### config.mk
export PLATFORM = sky130hd
export DESIGN_NAME = cmd_response_receiver_flat
export DESIGN_NICKNAME = d
export VERILOG_FILES = /design/src/rtl/sd_cmd_pkg.sv /design/src/rtl/cmd_response_receiver_if.sv /design/src/rtl/sd_crc7.sv /design/src/rtl/cmd_response_receiver.sv /design/src/flat_wrapper.sv
export SDC_FILE = /design/constraint.sdc
export NUM_CORES = 1
export LEC_CHECK = 0
export BUFFER_PORTS_ARGS = -buffer_cell sky130_fd_sc_hd__buf_2
export CAP_MARGIN = 20
export CORE_ASPECT_RATIO = 1.75
export CORE_MARGIN = 1.5
export CORE_UTILIZATION = 40
export DETAILED_ROUTE_END_ITERATION = 10
export SETUP_SLACK_MARGIN = 0.5
export SLEW_MARGIN = 25
export SYNTH_ARGS = -nofsm -noshare
export SYNTH_HDL_FRONTEND = slang
export SYNTH_SLANG_ARGS = --single-unit
### constraint.sdc
create_clock -name sd_clock -period 2.95 [get_ports sd_clock]
set_input_delay 0.1475 -clock sd_clock [delete_from_list [all_inputs] [get_ports sd_clock]]
set_output_delay 0.1475 -clock sd_clock [all_outputs]
set_load 0.02 [all_outputs]
### src/rtl/sd_cmd_pkg.sv
// Shared SD command-path definitions: receiver FSM encodings, frame lengths, CRC7 polynomial.
package sd_cmd_pkg;

   typedef enum logic [3:0] {
      IDLE       = 4'd0,
      WAIT_START = 4'd1,
      RECEIVE    = 4'd2,
      DONE       = 4'd3
   } rx_state_t;

   localparam int FRAME_SHORT = 48;
   localparam int FRAME_LONG  = 136;

   // CRC window in a long frame skips the 8 header bits and the 8 trailer bits
   localparam int CRC_LONG_SKIP = FRAME_LONG - 128;
   localparam int CRC_TAIL      = 8;

   localparam logic [6:0] CRC7_POLY = 7'h09;

endpackage

### src/rtl/cmd_response_receiver_if.sv
// Command-controller <-> response-receiver signal bundle.
interface cmd_response_receiver_if;
   logic         reset_wrapper;
   logic         enable_stp;
   logic         response_long;
   logic         cmd_pin_in;
   logic [135:0] pad_response;
   logic         reception_complete;
   logic         crc_error;

   modport master (
      output reset_wrapper, enable_stp, response_long, cmd_pin_in,
      input  pad_response, reception_complete, crc_error
   );

   modport slave (
      input  reset_wrapper, enable_stp, response_long, cmd_pin_in,
      output pad_response, reception_complete, crc_error
   );
endinterface

### src/rtl/sd_crc7.sv
// Serial CRC7 (x^7+x^3+1), one bit per clock; clear has priority over enable.
module sd_crc7
   import sd_cmd_pkg::*;
(
   input  logic       i_clk,
   input  logic       i_rst_n,
   input  logic       i_clr,
   input  logic       i_en,
   input  logic       i_bit,
   output logic [6:0] o_crc
);

   logic [6:0] r_crc;
   logic       w_fb;

   assign w_fb = i_bit ^ r_crc[6];

   always_ff @(posedge i_clk or negedge i_rst_n) begin
      if (!i_rst_n)   r_crc <= '0;
      else if (i_clr) r_crc <= '0;
      else if (i_en)  r_crc <= {r_crc[5:0], 1'b0} ^ (w_fb ? CRC7_POLY : 7'h00);
   end

   assign o_crc = r_crc;

endmodule

### src/rtl/cmd_response_receiver.sv
// SD CMD-line response receiver: detects the start bit, shifts in a 48/136-bit frame,
// checks CRC7 and end bit, and presents the frame until the controller drops enable.
module cmd_response_receiver
   import sd_cmd_pkg::*;
(
   input  logic                     sd_clock,
   input  logic                     reset,
   cmd_response_receiver_if.slave   bus
);

   localparam logic [7:0] LEN_S     = 8'(FRAME_SHORT);
   localparam logic [7:0] LEN_L     = 8'(FRAME_LONG);
   localparam logic [7:0] CRC_S_END = 8'(FRAME_SHORT - CRC_TAIL);
   localparam logic [7:0] CRC_L_BEG = 8'(CRC_LONG_SKIP);
   localparam logic [7:0] CRC_L_END = 8'(FRAME_LONG - CRC_TAIL);

   rx_state_t      r_state, w_state_nxt;
   logic [134:0]   r_shift;
   logic [7:0]     r_bit_cnt;
   logic           r_long;
   logic [135:0]   r_pad;
   logic           r_complete;
   logic           r_crc_err;

   logic [135:0]   w_shift_nxt;
   logic [7:0]     w_len;
   logic           w_last;
   logic           w_in_crc;
   logic           w_start;
   logic           w_crc_en;
   logic           w_crc_clr;
   logic           w_frame_err;
   logic [6:0]     w_crc;

   assign w_shift_nxt = {r_shift, bus.cmd_pin_in};
   assign w_len       = r_long ? LEN_L : LEN_S;
   // r_bit_cnt counts bits already taken, so the bit on the line now is r_bit_cnt+1
   assign w_last      = (r_bit_cnt == w_len - 8'd1);
   assign w_in_crc    = r_long ? (r_bit_cnt >= CRC_L_BEG && r_bit_cnt < CRC_L_END)
                               : (r_bit_cnt < CRC_S_END);
   assign w_start     = (r_state == WAIT_START) && bus.enable_stp && !bus.cmd_pin_in;

   // A short frame's start bit is already inside the CRC window; a long one's is not
   assign w_crc_en  = (w_start && !bus.response_long) ||
                      ((r_state == RECEIVE) && bus.enable_stp && w_in_crc);
   assign w_crc_clr = bus.reset_wrapper || (r_state == IDLE) || (r_state == DONE) ||
                      ((r_state == WAIT_START) && bus.cmd_pin_in);

   assign w_frame_err = (w_shift_nxt[7:1] != w_crc) || !w_shift_nxt[0];

   sd_crc7 u_crc (
      .i_clk   (sd_clock),
      .i_rst_n (reset),
      .i_clr   (w_crc_clr),
      .i_en    (w_crc_en),
      .i_bit   (bus.cmd_pin_in),
      .o_crc   (w_crc)
   );

   always_ff @(posedge sd_clock or negedge reset) begin
      if (!reset) r_state <= IDLE;
      else        r_state <= w_state_nxt;
   end

   always_comb begin
      w_state_nxt = r_state;
      if (bus.reset_wrapper) begin
         w_state_nxt = IDLE;
      end else begin
         case (r_state)
            IDLE:       if (bus.enable_stp) w_state_nxt = WAIT_START;
            WAIT_START: if (!bus.enable_stp) w_state_nxt = IDLE;
                        else if (!bus.cmd_pin_in) w_state_nxt = RECEIVE;
            RECEIVE:    if (!bus.enable_stp) w_state_nxt = IDLE;
                        else if (w_last) w_state_nxt = DONE;
            DONE:       if (!bus.enable_stp) w_state_nxt = IDLE;
            default:    w_state_nxt = IDLE;
         endcase
      end
   end

   always_ff @(posedge sd_clock or negedge reset) begin
      if (!reset) begin
         r_shift    <= '0;
         r_bit_cnt  <= '0;
         r_long     <= 1'b0;
         r_pad      <= '0;
         r_complete <= 1'b0;
         r_crc_err  <= 1'b0;
      end else if (bus.reset_wrapper) begin
         r_shift    <= '0;
         r_bit_cnt  <= '0;
         r_long     <= 1'b0;
         r_pad      <= '0;
         r_complete <= 1'b0;
         r_crc_err  <= 1'b0;
      end else begin
         case (r_state)
            WAIT_START: if (w_start) begin
               r_shift   <= {134'b0, bus.cmd_pin_in};
               r_bit_cnt <= 8'd1;
               r_long    <= bus.response_long;
            end
            RECEIVE: if (bus.enable_stp) begin
               r_shift   <= w_shift_nxt[134:0];
               r_bit_cnt <= r_bit_cnt + 8'd1;
               if (w_last) begin
                  r_pad      <= r_long ? w_shift_nxt : {88'b0, w_shift_nxt[47:0]};
                  r_complete <= 1'b1;
                  r_crc_err  <= w_frame_err;
               end
            end
            DONE: if (!bus.enable_stp) begin
               r_complete <= 1'b0;
               r_crc_err  <= 1'b0;
            end
            default: ;
         endcase
      end
   end

   assign bus.pad_response       = r_pad;
   assign bus.reception_complete = r_complete;
   assign bus.crc_error          = r_crc_err;

endmodule

### src/flat_wrapper.sv
// flat-port wrapper written by rule: the top's interface ports become plain ports
module cmd_response_receiver_flat import sd_cmd_pkg::*;
  (sd_clock, reset, bus_reset_wrapper, bus_enable_stp, bus_response_long, bus_cmd_pin_in, bus_pad_response, bus_reception_complete, bus_crc_error);
  cmd_response_receiver_if bus_i ();
  input  logic sd_clock;
  input  logic reset;
  input wire logic [$bits(bus_i.reset_wrapper)-1:0] bus_reset_wrapper;
  input wire logic [$bits(bus_i.enable_stp)-1:0] bus_enable_stp;
  input wire logic [$bits(bus_i.response_long)-1:0] bus_response_long;
  input wire logic [$bits(bus_i.cmd_pin_in)-1:0] bus_cmd_pin_in;
  output wire logic [$bits(bus_i.pad_response)-1:0] bus_pad_response;
  output wire logic [$bits(bus_i.reception_complete)-1:0] bus_reception_complete;
  output wire logic [$bits(bus_i.crc_error)-1:0] bus_crc_error;
  assign bus_i.reset_wrapper = bus_reset_wrapper;
  assign bus_i.enable_stp = bus_enable_stp;
  assign bus_i.response_long = bus_response_long;
  assign bus_i.cmd_pin_in = bus_cmd_pin_in;
  assign bus_pad_response = bus_i.pad_response;
  assign bus_reception_complete = bus_i.reception_complete;
  assign bus_crc_error = bus_i.crc_error;
  cmd_response_receiver u_core (.sd_clock(sd_clock), .reset(reset), .bus(bus_i));
endmodule
# ---- After elaboration in Yosys (flattened, before gate mapping)
# Index checks and enable logic that the tools add are counted.
dict set report word_totals {
  rom_bits 0
  latchBits 0
  ram_bits 0
  ff_bits 293
  elab_cells 93
  output_inout_bits 138
  input_bits 6
  n_memories 0
}
dict set report classes {
  n_shift 0
  n_reduce_logical 28
  n_addsub 2
  eq_ne 12
  div_mod_pow 0
  order_cmp 3
  bitwise 2
  n_mux 38
  mul 0
}
# operator count
set ops {}
lappend ops {{2-to-1 mux 136 bit} 5}
lappend ops {{2-to-1 mux 135 bit} 3}
lappend ops {{case mux 135 bit (2 select lines)} 1}
lappend ops {{2-to-1 mux 4 bit} 8}
lappend ops {{2-to-1 mux 8 bit} 4}
lappend ops {{case mux 4 bit (4 select lines)} 1}
lappend ops {{case mux 8 bit (2 select lines)} 1}
lappend ops {{2-to-1 mux 7 bit} 2}
lappend ops {{nonzero test 2 bit} 6}
lappend ops {{2-to-1 mux 1 bit} 11}
lappend ops {{!= test 3 bit, second input constant} 3}
lappend ops {{adder 8 x 1 -> 8 bit, second input constant} 1}
lappend ops {{== test 4 x 2 -> 1 bit, second input constant} 2}
lappend ops {{== test 8 bit} 1}
lappend ops {{>= comparator 8 x 4 -> 1 bit, second input constant} 1}
lappend ops {{less-than comparator 8 x 6 -> 1 bit, second input constant} 1}
lappend ops {{less-than comparator 8 bit, second input constant} 1}
lappend ops {{AND reduction 4 bit} 2}
lappend ops {{subtractor 8 x 1 -> 8 bit, second input constant} 1}
lappend ops {{logical AND 1 bit} 7}
lappend ops {{!= test 7 bit} 1}
lappend ops {{bitwise XOR 7 x 4 -> 7 bit} 1}
lappend ops {{!= test 3 x 2 -> 1 bit, second input constant} 2}
lappend ops {{AND reduction 3 bit} 2}
lappend ops {{10 further kinds} 17}

# ---- Longest topological paths before layout
# Gate-level depths: netlist (run 1).
dict set report logic_depth {
  depth_word 7
  ltp_mapped 8
  ltp_nobuf 5
}

# ---- Cells and area by module
# From an unflattened synthesis (run 1), not the netlist that was laid out.
dict set report hier_totals {
  hier_cells 1347
  area_unflattened_um2 12519.5
}
# mod area_per_inst_um2 cells_per_inst instances seq_area_each_um2
set modules_own_cells {}
lappend modules_own_cells {cmd_response_receiver 12211.7 1319 1 7106.8}
lappend modules_own_cells {sd_crc7 307.8 28 1 175.2}

# ---- Worst setup path before layout (run 1)
# OpenSTA, ideal clock, no wires.
dict set report synth_timing {
  path_kind {reg-to-reg}
  from {reg u_core.r_bit_cnt[4]}
  to {reg u_core.r_pad[134], in the netlist u_core.bus.pad_response[134]}
  stages_incl_launch_ff 8
  period_less_slack_ns 2.345
  setup_time_ns 0.121
  required_ns 2.829
  setup_slack_ns 0.605
  path_buffers 3
  arrival_ns 2.224
  cell_sequence {dfrtp_1 -> buf_2 -> or4b_1 -> a2111oi_4 -> a21oi_2 -> buf_2 -> buf_2 -> a22o_1}
}
dict set report synth_via {
  elab_chain_cells 3
}
# element line
set synth_rtl {}
lappend synth_rtl {{start: declaration} cmd_response_receiver.sv:19} ;# logic [7:0] r_bit_cnt;
lappend synth_rtl {{start signal: assignment} cmd_response_receiver.sv:106} ;# r_bit_cnt <= r_bit_cnt + 8'd1;
lappend synth_rtl {{== test 8 bit} cmd_response_receiver.sv:38} ;# assign w_last = (r_bit_cnt == w_len - 8'd1);
lappend synth_rtl {{nonzero test 2 bit (no source line)} n/a}
lappend synth_rtl {{AND reduction 3 bit (no source line)} n/a}
lappend synth_rtl {{end signal: assignment} cmd_response_receiver.sv:108} ;# r_pad <= r_long ? w_shift_nxt : {88'b0, w_shift_nxt[47:0]};
lappend synth_rtl {{end: declaration} cmd_response_receiver.sv:21} ;# logic [135:0] r_pad;
# Every way passes these cells.
# A chain may end at the register's enable or synchronous reset.

# ---- Worst setup path after layout (run 1)
dict set report layout_timing {
  from {reg u_core.r_bit_cnt[4]}
  to {reg u_core.r_pad[71], in the netlist u_core.bus.pad_response[71]}
}
# Same word-level chain as after synthesis.

==> results of run 1 <==
## flip-flops by register name, summed over array words and instances (netlist names)
name,flops
u_core.bus.crc_error,1
u_core.bus.pad_response,136
u_core.bus.reception_complete,1
u_core.r_bit_cnt,8
u_core.r_long,1
u_core.r_shift,135
u_core.r_state,2
u_core.u_crc.o_crc,7
## power by group through the flow
stage          clock network [W]  logic (W)  registers [W]
6_report                 0.00359   0.000320        0.00400
2_1_floorplan                  0   0.000159        0.00407
3_5_place_dp                   0   0.000320        0.00407
4_1_cts                  0.00370   0.000327        0.00400
5_1_grt                  0.00383   0.000355        0.00400
3_3_place_gp                   0   0.000317        0.00407
## worst paths after layout
kind / to / start / cells past startpoint
hold reg to reg: u_core.bus.pad_response[134]$_DFFE_PN0P_ / u_core.r_shift[133]$_DFFE_PN0P_ / 1
max in group asynchronous: u_core.r_shift[22]$_DFFE_PN0P_ / reset / 3
min in group asynchronous: u_core.r_shift[26]$_DFFE_PN0P_ / reset / 2
setup / recovery: u_core.bus.pad_response[71]$_DFFE_PN0P_ / u_core.r_bit_cnt[4]$_DFFE_PN0P_ / 6
setup reg to reg: u_core.bus.pad_response[71]$_DFFE_PN0P_ / u_core.r_bit_cnt[4]$_DFFE_PN0P_ / 6
hold / removal: u_core.r_long$_DFFE_PN0P_ / bus_reset_wrapper / 2
## layer usage
layer  up-vias  track usage
met1      4778        0.253
met3        35       0.0231
li1       4393            -
met2       230        0.336
met5         -            0
met4         0       0.0521
## final cells by class
cell class,count,area [µm²],area share
clock inverter,9,145,0.0103
clock buffer,38,747,0.0530
multi-input combinational,736,4270,0.303
tap,382,478,0.0339
sequential,291,7280,0.517
inverter,12,52.6,0.00373
timing repair buffer,172,1110,0.0787
## cell families (layout without fill, tap and decap cells)
| logic type | count (synthesis) | in the layout | synth area share |
|---|---|---|---|
| buf+inv | 138 | 231 | 0.0460 |
| mux | 9 | 9 | 0.00758 |
| flops | 291 | 291 | 0.604 |
| fa+ha+maj | 1 | 1 | 0.00104 |
| simple gates | 498 | 498 | 0.209 |
| xor+xnor | 10 | 10 | 0.00726 |
| compound gates | 217 | 218 | 0.125 |
## repair_timing
| item | CTS | global route |
|---|---|---|
| pin swaps | 2 | 0 |
| setup endpoints to repair | 136 | 129 |
| hold buffers | 4 | 0 |
| gates resized for setup | 2 | 6 |
| hold endpoints to repair | 197 | 0 |
| gates cloned | 1 | 1 |
| setup buffers | 2 | 1 |
## synthesized netlist by cell type (8+ instances only)
library cell,number
a21oi_1,56
dfrtp_1,291
nand2_1,146
inv_1,11
buf_2,14
nand4_1,139
clkbuf_1,96
nand3_1,187
mux2i_1,8
a22o_1,88
xnor2_1,10
o21ai_0,50
buf_1,13
## per-stage QoR
stage	worst slack [ns]	cell area, µm²
finish	0.580	14100
global route	0.509	14100
CTS	0.519	14000
detailed placement	0.380	13100
global placement	0.438	13100
floorplan	0.605	12100
==> results.tsv, run 1 <==
metric	value	unit
Nets	1247	
Worst VDD drop	0.000405	V
CTS tree	done	
dominant cell type by area after synthesis	dfrtp_1	
met3 WL	1270	µm
WS Path Type	reg2reg	
Initial Utilization	0.409	
Mapped Cells	1164	
Layout area overhead	16.8	%
H-tree levels	1	
Initial DRT Pass Iterations	5	
Slew @ Worst Pin	0.746	ns
Fin. Hold Viols	0	
pwr dens	561	nW/µm²
outcome	finished clean	
CTS buffer count	27	
share of the synthesized area in the top cell type	0.604	
clock network power share	0.454	
Vias	9436	
Critical Path Start Type	flop	
Yosys cell types	45	
Crit-path slowest cell	or4b_1	
maximum clock frequency	422	MHz
Inserted Diodes	0	
first-pass GRT wire length	49500	µm
Detail Route Antenna Nets	0	
fin. max-slew vios	0	
combinational power share	0.040	
IO Pins	144	
final period demand of the worst path	2.37	ns
placed insts	1584	
largest net degree at the start of global routing	143	
uppermost layer routed	met4	
Clock Latency Late Sink	0.54	ns
CP arrival	2.80	ns
Min Hold Slack	0.0697	ns
# setup viols final	0	
Site Rows	83	
Internal	0.00615	W
DR WL/cell	18.7	µm
Util after Layout	0.478	
met2 wire length	15700	µm
max_cap viols	0	
most frequent cells in the layout	dfrtp_1, nand3_1, nand2_1	
GPL Wtd Cong	0.739	
die area	31200	µm²
setup TNS	0	ns
Leak	7.16	nW
PortBufs	143	
Total Power	0.00791	W
CTS Root Cell	clkbuf_16	
FFs w/ async S/R, synth	1.00	
DRT iter0 DRCs	583	
worst path cell trace	or4b_1 > a2111oi_4 > buf_4 > a21oi_4 > buf_12 > a22o_1	
number of synthesized flops with an enable pin	0	
FF+latch count, synth	291	
Die H	233	µm
Clk pin slew, worst setup/hold paths	0.07	ns
RSZ-0062 raised after global routing	false	
worst hold path class	in2reg	
largest cells by area after synthesis	dfrtp_1, nand3_1, nand4_1	
layout cells sized above 1	0.175	
Net Sw Frac	0.223	
share of power burned in registers	0.506	
Global Route Usage Sum	0.193	
WP buf/inv	2	
Psw	0.00176	W
detailed placement HPWL	17000	µm
CP peak stage delay	0.61	ns
sequential-to-total area share from yosys stat	0.604	
drt total wl	30700	µm
number of remaining DRC errors	0	
Avg Vias per Cell	5.75	
syn_nets	1171	
Worst Path Required	3.38	ns
CP Capture Type	flop	
CP delay by family, top	compound AO/OA/AOI/OAI gates	
Post-Layout Cell Count	1640	
core area	29500	µm²
fillers	2747	
crit share post-route	0.803	
Clock Path Buffers	3	
vias in the first global route	9144	
GRT overflow	0	
top_reg_cell synth	dfrtp_1	
mapped cell area	12100	µm²
Fin Clk Skew	0.0125	ns
most common cell after layout, fill and taps aside	dfrtp_1	
mean post-synth cell area	10.4	µm²
initial antenna violation count	0	
critical path peak fanout	32	
Yosys warning count	0	
Die Wd	134	µm
Metal-1 WL	13100	µm
Max-slew headroom	0.503	
TritonCTS Sinks	291	
r2r setup slk	0.58	ns
(Power assumes the default switching activity.)
==> run 2: changes to the inputs <==
--- a/config.mk
+++ b/config.mk
@@ -5,6 +5,7 @@
 export SDC_FILE = /design/constraint.sdc
 export NUM_CORES = 1
 export LEC_CHECK = 0
+export ABC_AREA = 1
 export BUFFER_PORTS_ARGS = -buffer_cell sky130_fd_sc_hd__buf_2
 export CAP_MARGIN = 20
 export CORE_ASPECT_RATIO = 1.75
==> constraint.sdc (replaced) <==
create_clock -name sd_clock -period 2.28 [get_ports sd_clock]
set_input_delay 0.114 -clock sd_clock [delete_from_list [all_inputs] [get_ports sd_clock]]
set_output_delay 0.114 -clock sd_clock [all_outputs]
set_load 0.02 [all_outputs]
==> run 2 against run 1 <==
- area after synthesis grew 1.7%
- register-to-register slack better by 0.02 ns
- critical path type unchanged
- clock skew is 0.0013 ns lower
- sequential cell count did not move
- critical path depth grew 1
- highest routed layer unchanged
==> results.tsv, run 2 <==
metric	value	unit
Avg Vias per Cell	5.21	
top_reg_cell synth	dfrtp_1	
Critical Path Start Type	flop	
Util after Layout	0.477	
H-tree levels	1	
r2r worst-path depth	7	
WS Path Type	reg2reg	
Worst R2R Start	u_core.r_state[1]$_DFFE_PN0P_	
Post-Layout Cell Count	1892	
outcome	finished clean	
first-pass GRT wire length	49500	µm
worst hold start	bus_response_long	
Clock Latency Late Sink	0.54	ns
max FFs per register	136	
CTS Root Cell	clkbuf_16	
FF+latch count, synth	291	
pwr dens	797	nW/µm²
PortBufs	143	
share of the synthesized area in the top cell type	0.594	
critical path peak fanout	52	
Clock Path Buffers	3	
CP arrival	2.15	ns
detailed placement HPWL	18400	µm
maximum clock frequency	594	MHz
Net Sw Frac	0.258	
Psw	0.00296	W
Hold Path Cell Cnt	3	
combinational power share	0.091	
Detail Route Antenna Nets	0	
number of synthesized flops with an enable pin	0	
most common cell after layout, fill and taps aside	nand3_1	
number of remaining DRC errors	0	
most frequent cells in the layout	nand3_1, dfrtp_1, nand2_1	
largest net degree at the start of global routing	116	
IO Pins	144	
Mapped Cells	1382	
drt total wl	29200	µm
setup TNS	0	ns
Slew @ Worst Pin	0.595	ns
syn_nets	1389	
Leak	7.19	nW
Nets	1492	
# setup viols final	0	
Initial DRT Pass Iterations	5	
Vias	9851	
hold worst-path end	u_core.r_long$_DFFE_PN0P_	
dominant cell type by area after synthesis	dfrtp_1	
Global Route Usage Sum	0.189	
sequential-to-total area share from yosys stat	0.594	
CTS buffer count	27	
final period demand of the worst path	1.68	ns
share of power burned in registers	0.507	
Site Rows	84	
Fin Clk Skew	0.0112	ns
layout cells sized above 1	0.161	
CP Capture Type	flop	
GRT overflow	0	
Worst VDD drop	0.000660	V
Die Wd	135	µm
largest cells by area after synthesis	dfrtp_1, nand3_1, nand2_1	
RSZ-0062 raised after global routing	true	
Inserted Diodes	0	
DRT iter0 DRCs	695	
mapped cell area	12300	µm²
crit share post-route	0.739	
Die H	235	µm
worst hold path class	in2reg	
Synth top cells by count	nand3_1, dfrtp_1, nand2_1	
Layout area overhead	17.1	%
FFs w/ async S/R, synth	1.00	
CTS tree	done	
vias in the first global route	9753	
die area	31800	µm²
fin. max-slew vios	0	
r2r setup slk	0.60	ns
placed insts	1837	
GPL Wtd Cong	0.855	
Max-slew headroom	0.603	
Internal	0.00848	W
mean post-synth cell area	8.87	µm²
Fin. Hold Viols	0	
Worst Path Required	2.74	ns
top-count cell post-synth	nand3_1	
Crit Reg-Reg Endpoint	u_core.r_shift[61]$_DFFE_PN0P_	
Yosys warning count	0	
DR WL/cell	15.5	µm
max_cap viols	0	
core area	30100	µm²
Total Power	0.0114	W
Initial Utilization	0.408	
fillers	2958	
Yosys cell types	29	
initial antenna violation count	0	
TritonCTS Sinks	291	
Clk pin slew, worst setup/hold paths	0.07	ns
clock network power share	0.402	
-- run 2: changes by cell type after synthesis, sizes merged, moves of 31 or more --
cell / before / now
a21oi: 57 / 118
a22o: 88 / 0
buf: 30 / 72
clkbuf: 96 / 36
inv: 12 / 43
nand2: 146 / 283
nand3: 187 / 294
nand4: 139 / 11
nor2: 6 / 139
-- run 2: cells by family after synthesis --
logic type | count (synthesis) | synth area share
and+or+nand+nor | 732 | 0.259
buffers and inverters | 152 | 0.0585
xor gates and xnor gates | 2 | 0.00143
AOI/OAI and AO/OA | 203 | 0.0850
adders and majority gates | 1 | 0.00102
muxes | 1 | 0.000816
DFF | 291 | 0.594
-- run 2: metal layers --
layer	wire (µm)	vias up	part of all wire	global-route usage
met2	15200	187	0.52	0.332
met5	0	-	0	0
li1	-	4804	-	-
met1	12200	4824	0.42	0.241
met4	541	0	0.019	0.0531
met3	1300	36	0.044	0.0272
-- run 2: worst max-delay path by stage --
stage | start | endpoint | slack, ns | cells past startpoint
global placement | u_core.r_bit_cnt[5]$_DFFE_PN0P_ | u_core.bus.pad_response[133]$_DFFE_PN0P_ | 0.49 | 9
detailed placement | u_core.r_bit_cnt[0]$_DFFE_PN0P_ | u_core.bus.pad_response[45]$_DFFE_PN0P_ | 0.42 | 6
floorplan | u_core.r_state[0]$_DFFE_PN0P_ | u_core.r_shift[100]$_DFFE_PN0P_ | 0.77 | 7
CTS | u_core.r_long$_DFFE_PN0P_ | u_core.bus.pad_response[133]$_DFFE_PN0P_ | 0.52 | 9
global route | u_core.r_state[1]$_DFFE_PN0P_ | u_core.r_bit_cnt[6]$_DFFE_PN0P_ | 0.47 | 8
finish | u_core.r_state[1]$_DFFE_PN0P_ | u_core.r_shift[61]$_DFFE_PN0P_ | 0.60 | 7
-- run 2: metrics by stage --
stage          worst slack, ns  hold WS, ns  cell area, µm²
4_1_cts                  0.517       0.0232           14300
6_report                 0.596       0.0389           14400
2_1_floorplan            0.772       -0.182           12300
3_5_place_dp             0.424       0.0965           13300
3_3_place_gp             0.486       0.0876           13300
5_1_grt                  0.467       0.0529           14400
-- run 2: power by group through the flow --
stage | Sequential (W) | Clock (W) | Combinational [W]
3_3_place_gp | 0.00588 | 0 | 0.00102
4_1_cts | 0.00579 | 0.00473 | 0.00105
6_report | 0.00580 | 0.00460 | 0.00104
5_1_grt | 0.00585 | 0.00492 | 0.00121
2_1_floorplan | 0.00582 | 0 | 0.000693
3_5_place_dp | 0.00589 | 0 | 0.00104
-- run 2: layout make-up --
class | instances | area [µm²] | area share
repair inverters | 1 | 8.76 | 0.000610
clock buffers | 40 | 795 | 0.0554
clock inverters | 9 | 105 | 0.00732
repair buffers | 181 | 1190 | 0.0833
flip-flops and latches | 291 | 7290 | 0.508
inverters | 44 | 185 | 0.0129
multi-input cells | 939 | 4290 | 0.299
well taps | 387 | 484 | 0.0337
-- run 2: worst max-delay path, cell delays in order, from the launching register on --
cell and delay, ns:
dfrtp_1 0.41, inv_2 0.10, nand4_1 0.24, nand3_4 0.23
buf_12 0.25, buf_4 0.19, nor2_1 0.04, a21oi_1 0.12
-- run 2: repair_timing --
action,CTS,global route
cloned,0,1
gates resized for setup,3,16
endpoints found under the setup margin,96,201
hold buffers,3,0
endpoints found under the hold margin,291,0
pin swaps,0,2
buffers inserted,0,2
==> run 3: changes to the inputs <==
==> constraint.sdc (replaced) <==
create_clock -name sd_clock -period 1.5 [get_ports sd_clock]
set_input_delay 0.075 -clock sd_clock [delete_from_list [all_inputs] [get_ports sd_clock]]
set_output_delay 0.075 -clock sd_clock [all_outputs]
set_load 0.02 [all_outputs]
==> run 3 against run 2 <==
- the flow now finishes with violations (negative setup slack)
- sequential cell count stayed put
- maximum frequency increased by 3.0%
- clock skew increased by 0.0045 ns
- die area is the same
- hold slack got worse by 0.015 ns
- final area rose by 15%
- register-to-register slack worse by 0.73 ns
- largest cell class unchanged
==> results.tsv, run 3 (synthesis gave the netlist of run 2 again) <==
metric	value	unit
GPL Wtd Cong	0.854	
Leak	8.10	nW
Clock Latency Late Sink	0.55	ns
most frequent cells in the layout	dfrtp_1, nand3_1, nand2_1	
core area	30100	µm²
GRT overflow	0	
Clk pin slew, worst setup/hold paths	0.07	ns
setup TNS	-14.19	ns
Global Route Usage Sum	0.198	
max_cap viols	0	
pwr dens	1140	nW/µm²
met2 usage	0.350	
Worst Path Required	1.98	ns
maximum clock frequency	612	MHz
GRT met1 Usage	0.243	
PortBufs	143	
Avg Vias per Cell	5.31	
fillers	2704	
Slew @ Worst Pin	0.440	ns
detailed placement HPWL	19700	µm
crit share post-route	1.09	
Util after Layout	0.549	
GR peak layer	met2	
max FFs per register	136	
DRT iter0 DRCs	557	
outcome	finished with violations	
Die H	235	µm
RSZ-0062 raised after global routing	true	
Layout area overhead	34.6	%
worst hold path class	in2async	
CP Capture Type	flop	
Inserted Diodes	0	
IO Pins	144	
die area	31800	µm²
final period demand of the worst path	1.63	ns
Setup WS post-layout	-0.134	ns
number of remaining DRC errors	0	
WS Path Type	reg2reg	
CTS tree	done	
Detail Route Antenna Nets	0	
Worst VDD drop	0.000930	V
DR WL/cell	18.1	µm
Site Rows	84	
first-pass GRT wire length	51400	µm
Nets	1596	
failing checks	negative setup slack	
Post-DP Area	13900	µm²
Clock Path Buffers	3	
# setup viols final	252	
drt total wl	36000	µm
most common cell after layout, fill and taps aside	dfrtp_1	
initial antenna violation count	0	
Vias	10582	
CTS buffer count	28	
Initial DRT Pass Iterations	6	
layout cells sized above 1	0.271	
CTS Root Cell	clkbuf_16	
Critical Path Start Type	flop	
critical path peak fanout	9	
met3 usage	0.0242	
CP arrival	2.11	ns
H-tree levels	1	
Final Cell Area	16500	µm²
vias in the first global route	10079	
Min Hold Slack	0.0240	ns
Fin. Hold Viols	0	
largest net degree at the start of global routing	103	
Max-slew headroom	0.707	
Fin Clk Skew	0.0157	ns
TritonCTS Sinks	291	
fin. max-slew vios	0	
Die Wd	135	µm
Initial Utilization	0.408	
-- run 3: cell count changes in the layout (fill, tap and decap cells not counted), sizes merged --
cell	delta
buf	+75
nand2	+1
clkbuf	+21
bufinv	+2
clkinvlp	-1
clkinv	-1
inv	+2
dlygate4sd3	+2
-- run 3: final timing paths --
path / startpoint / to / slack, ns / cells after the start
setup reg to reg: u_core.r_state[1]$_DFFE_PN0P_ / u_core.r_shift[49]$_DFFE_PN0P_ / -0.13 / 8
hold reg to reg: u_core.r_shift[9]$_DFFE_PN0P_ / u_core.r_shift[9]$_DFFE_PN0P_ / 0.49 / 1
setup / recovery: u_core.r_state[1]$_DFFE_PN0P_ / u_core.r_shift[49]$_DFFE_PN0P_ / -0.13 / 8
max in group asynchronous: reset / u_core.bus.pad_response[119]$_DFFE_PN0P_ / 0.79 / 3
hold / removal: reset / u_core.bus.pad_response[27]$_DFFE_PN0P_ / 0.02 / 2
min in group sd_clock: bus_reset_wrapper / u_core.bus.pad_response[0]$_DFFE_PN0P_ / 0.04 / 4
-- run 3: where the power goes --
group	internal, W	switching [W]	total (W)
clock network	0.00440	0.00311	0.00751
logic	0.00103	0.00136	0.00240
registers	0.00837	0.000488	0.00886
total	0.0138	0.00496	0.0188
-- run 3: what timing repair did --
item	CTS	global route
cloned	2	32
pin swaps	24	27
hold buffers	5	0
endpoints found under the setup margin	429	429
resized for setup	24	157
buffers inserted	4	20
endpoints found under the hold margin	296	0
-- run 3: per-layer routing --
layer / vias up / part of all wire
li1: 5019 / -
met1: 5235 / 0.39
met2: 264 / 0.53
met3: 64 / 0.040
met4: 0 / 0.034
met5: - / 0
-- run 3: final cells by class --
cell class,instances,area (µm²),share of cell area
flip-flops and latches,291,7280,0.441
multi-input cells,940,4770,0.289
repair buffers,283,2810,0.170
clock buffers,36,792,0.0480
well taps,387,484,0.0293
inverters,44,185,0.0112
clock inverters,11,166,0.0101
repair inverters,1,8.76,0.000531
-- run 3: critical path, stage by stage, from the launching register on --
cell	delay (ns)
dfrtp_1	0.40
inv_2	0.10
nand4_1	0.19
nand3_4	0.25
buf_12	0.20
buf_4	0.13
buf_4	0.11
nor2_1	0.04
a21oi_1	0.13
-- run 3: metrics by stage --
step / power (W) / worst slack [ns] / std cells
2_1_floorplan: 0.00995 / 0.0352 / 1382
3_3_place_gp: 0.0107 / -0.0530 / 1883
3_5_place_dp: 0.0108 / -0.0710 / 1883
4_1_cts: 0.0184 / -0.0646 / 1941
5_1_grt: 0.0195 / -0.237 / 1993
6_report: 0.0188 / -0.134 / 1993
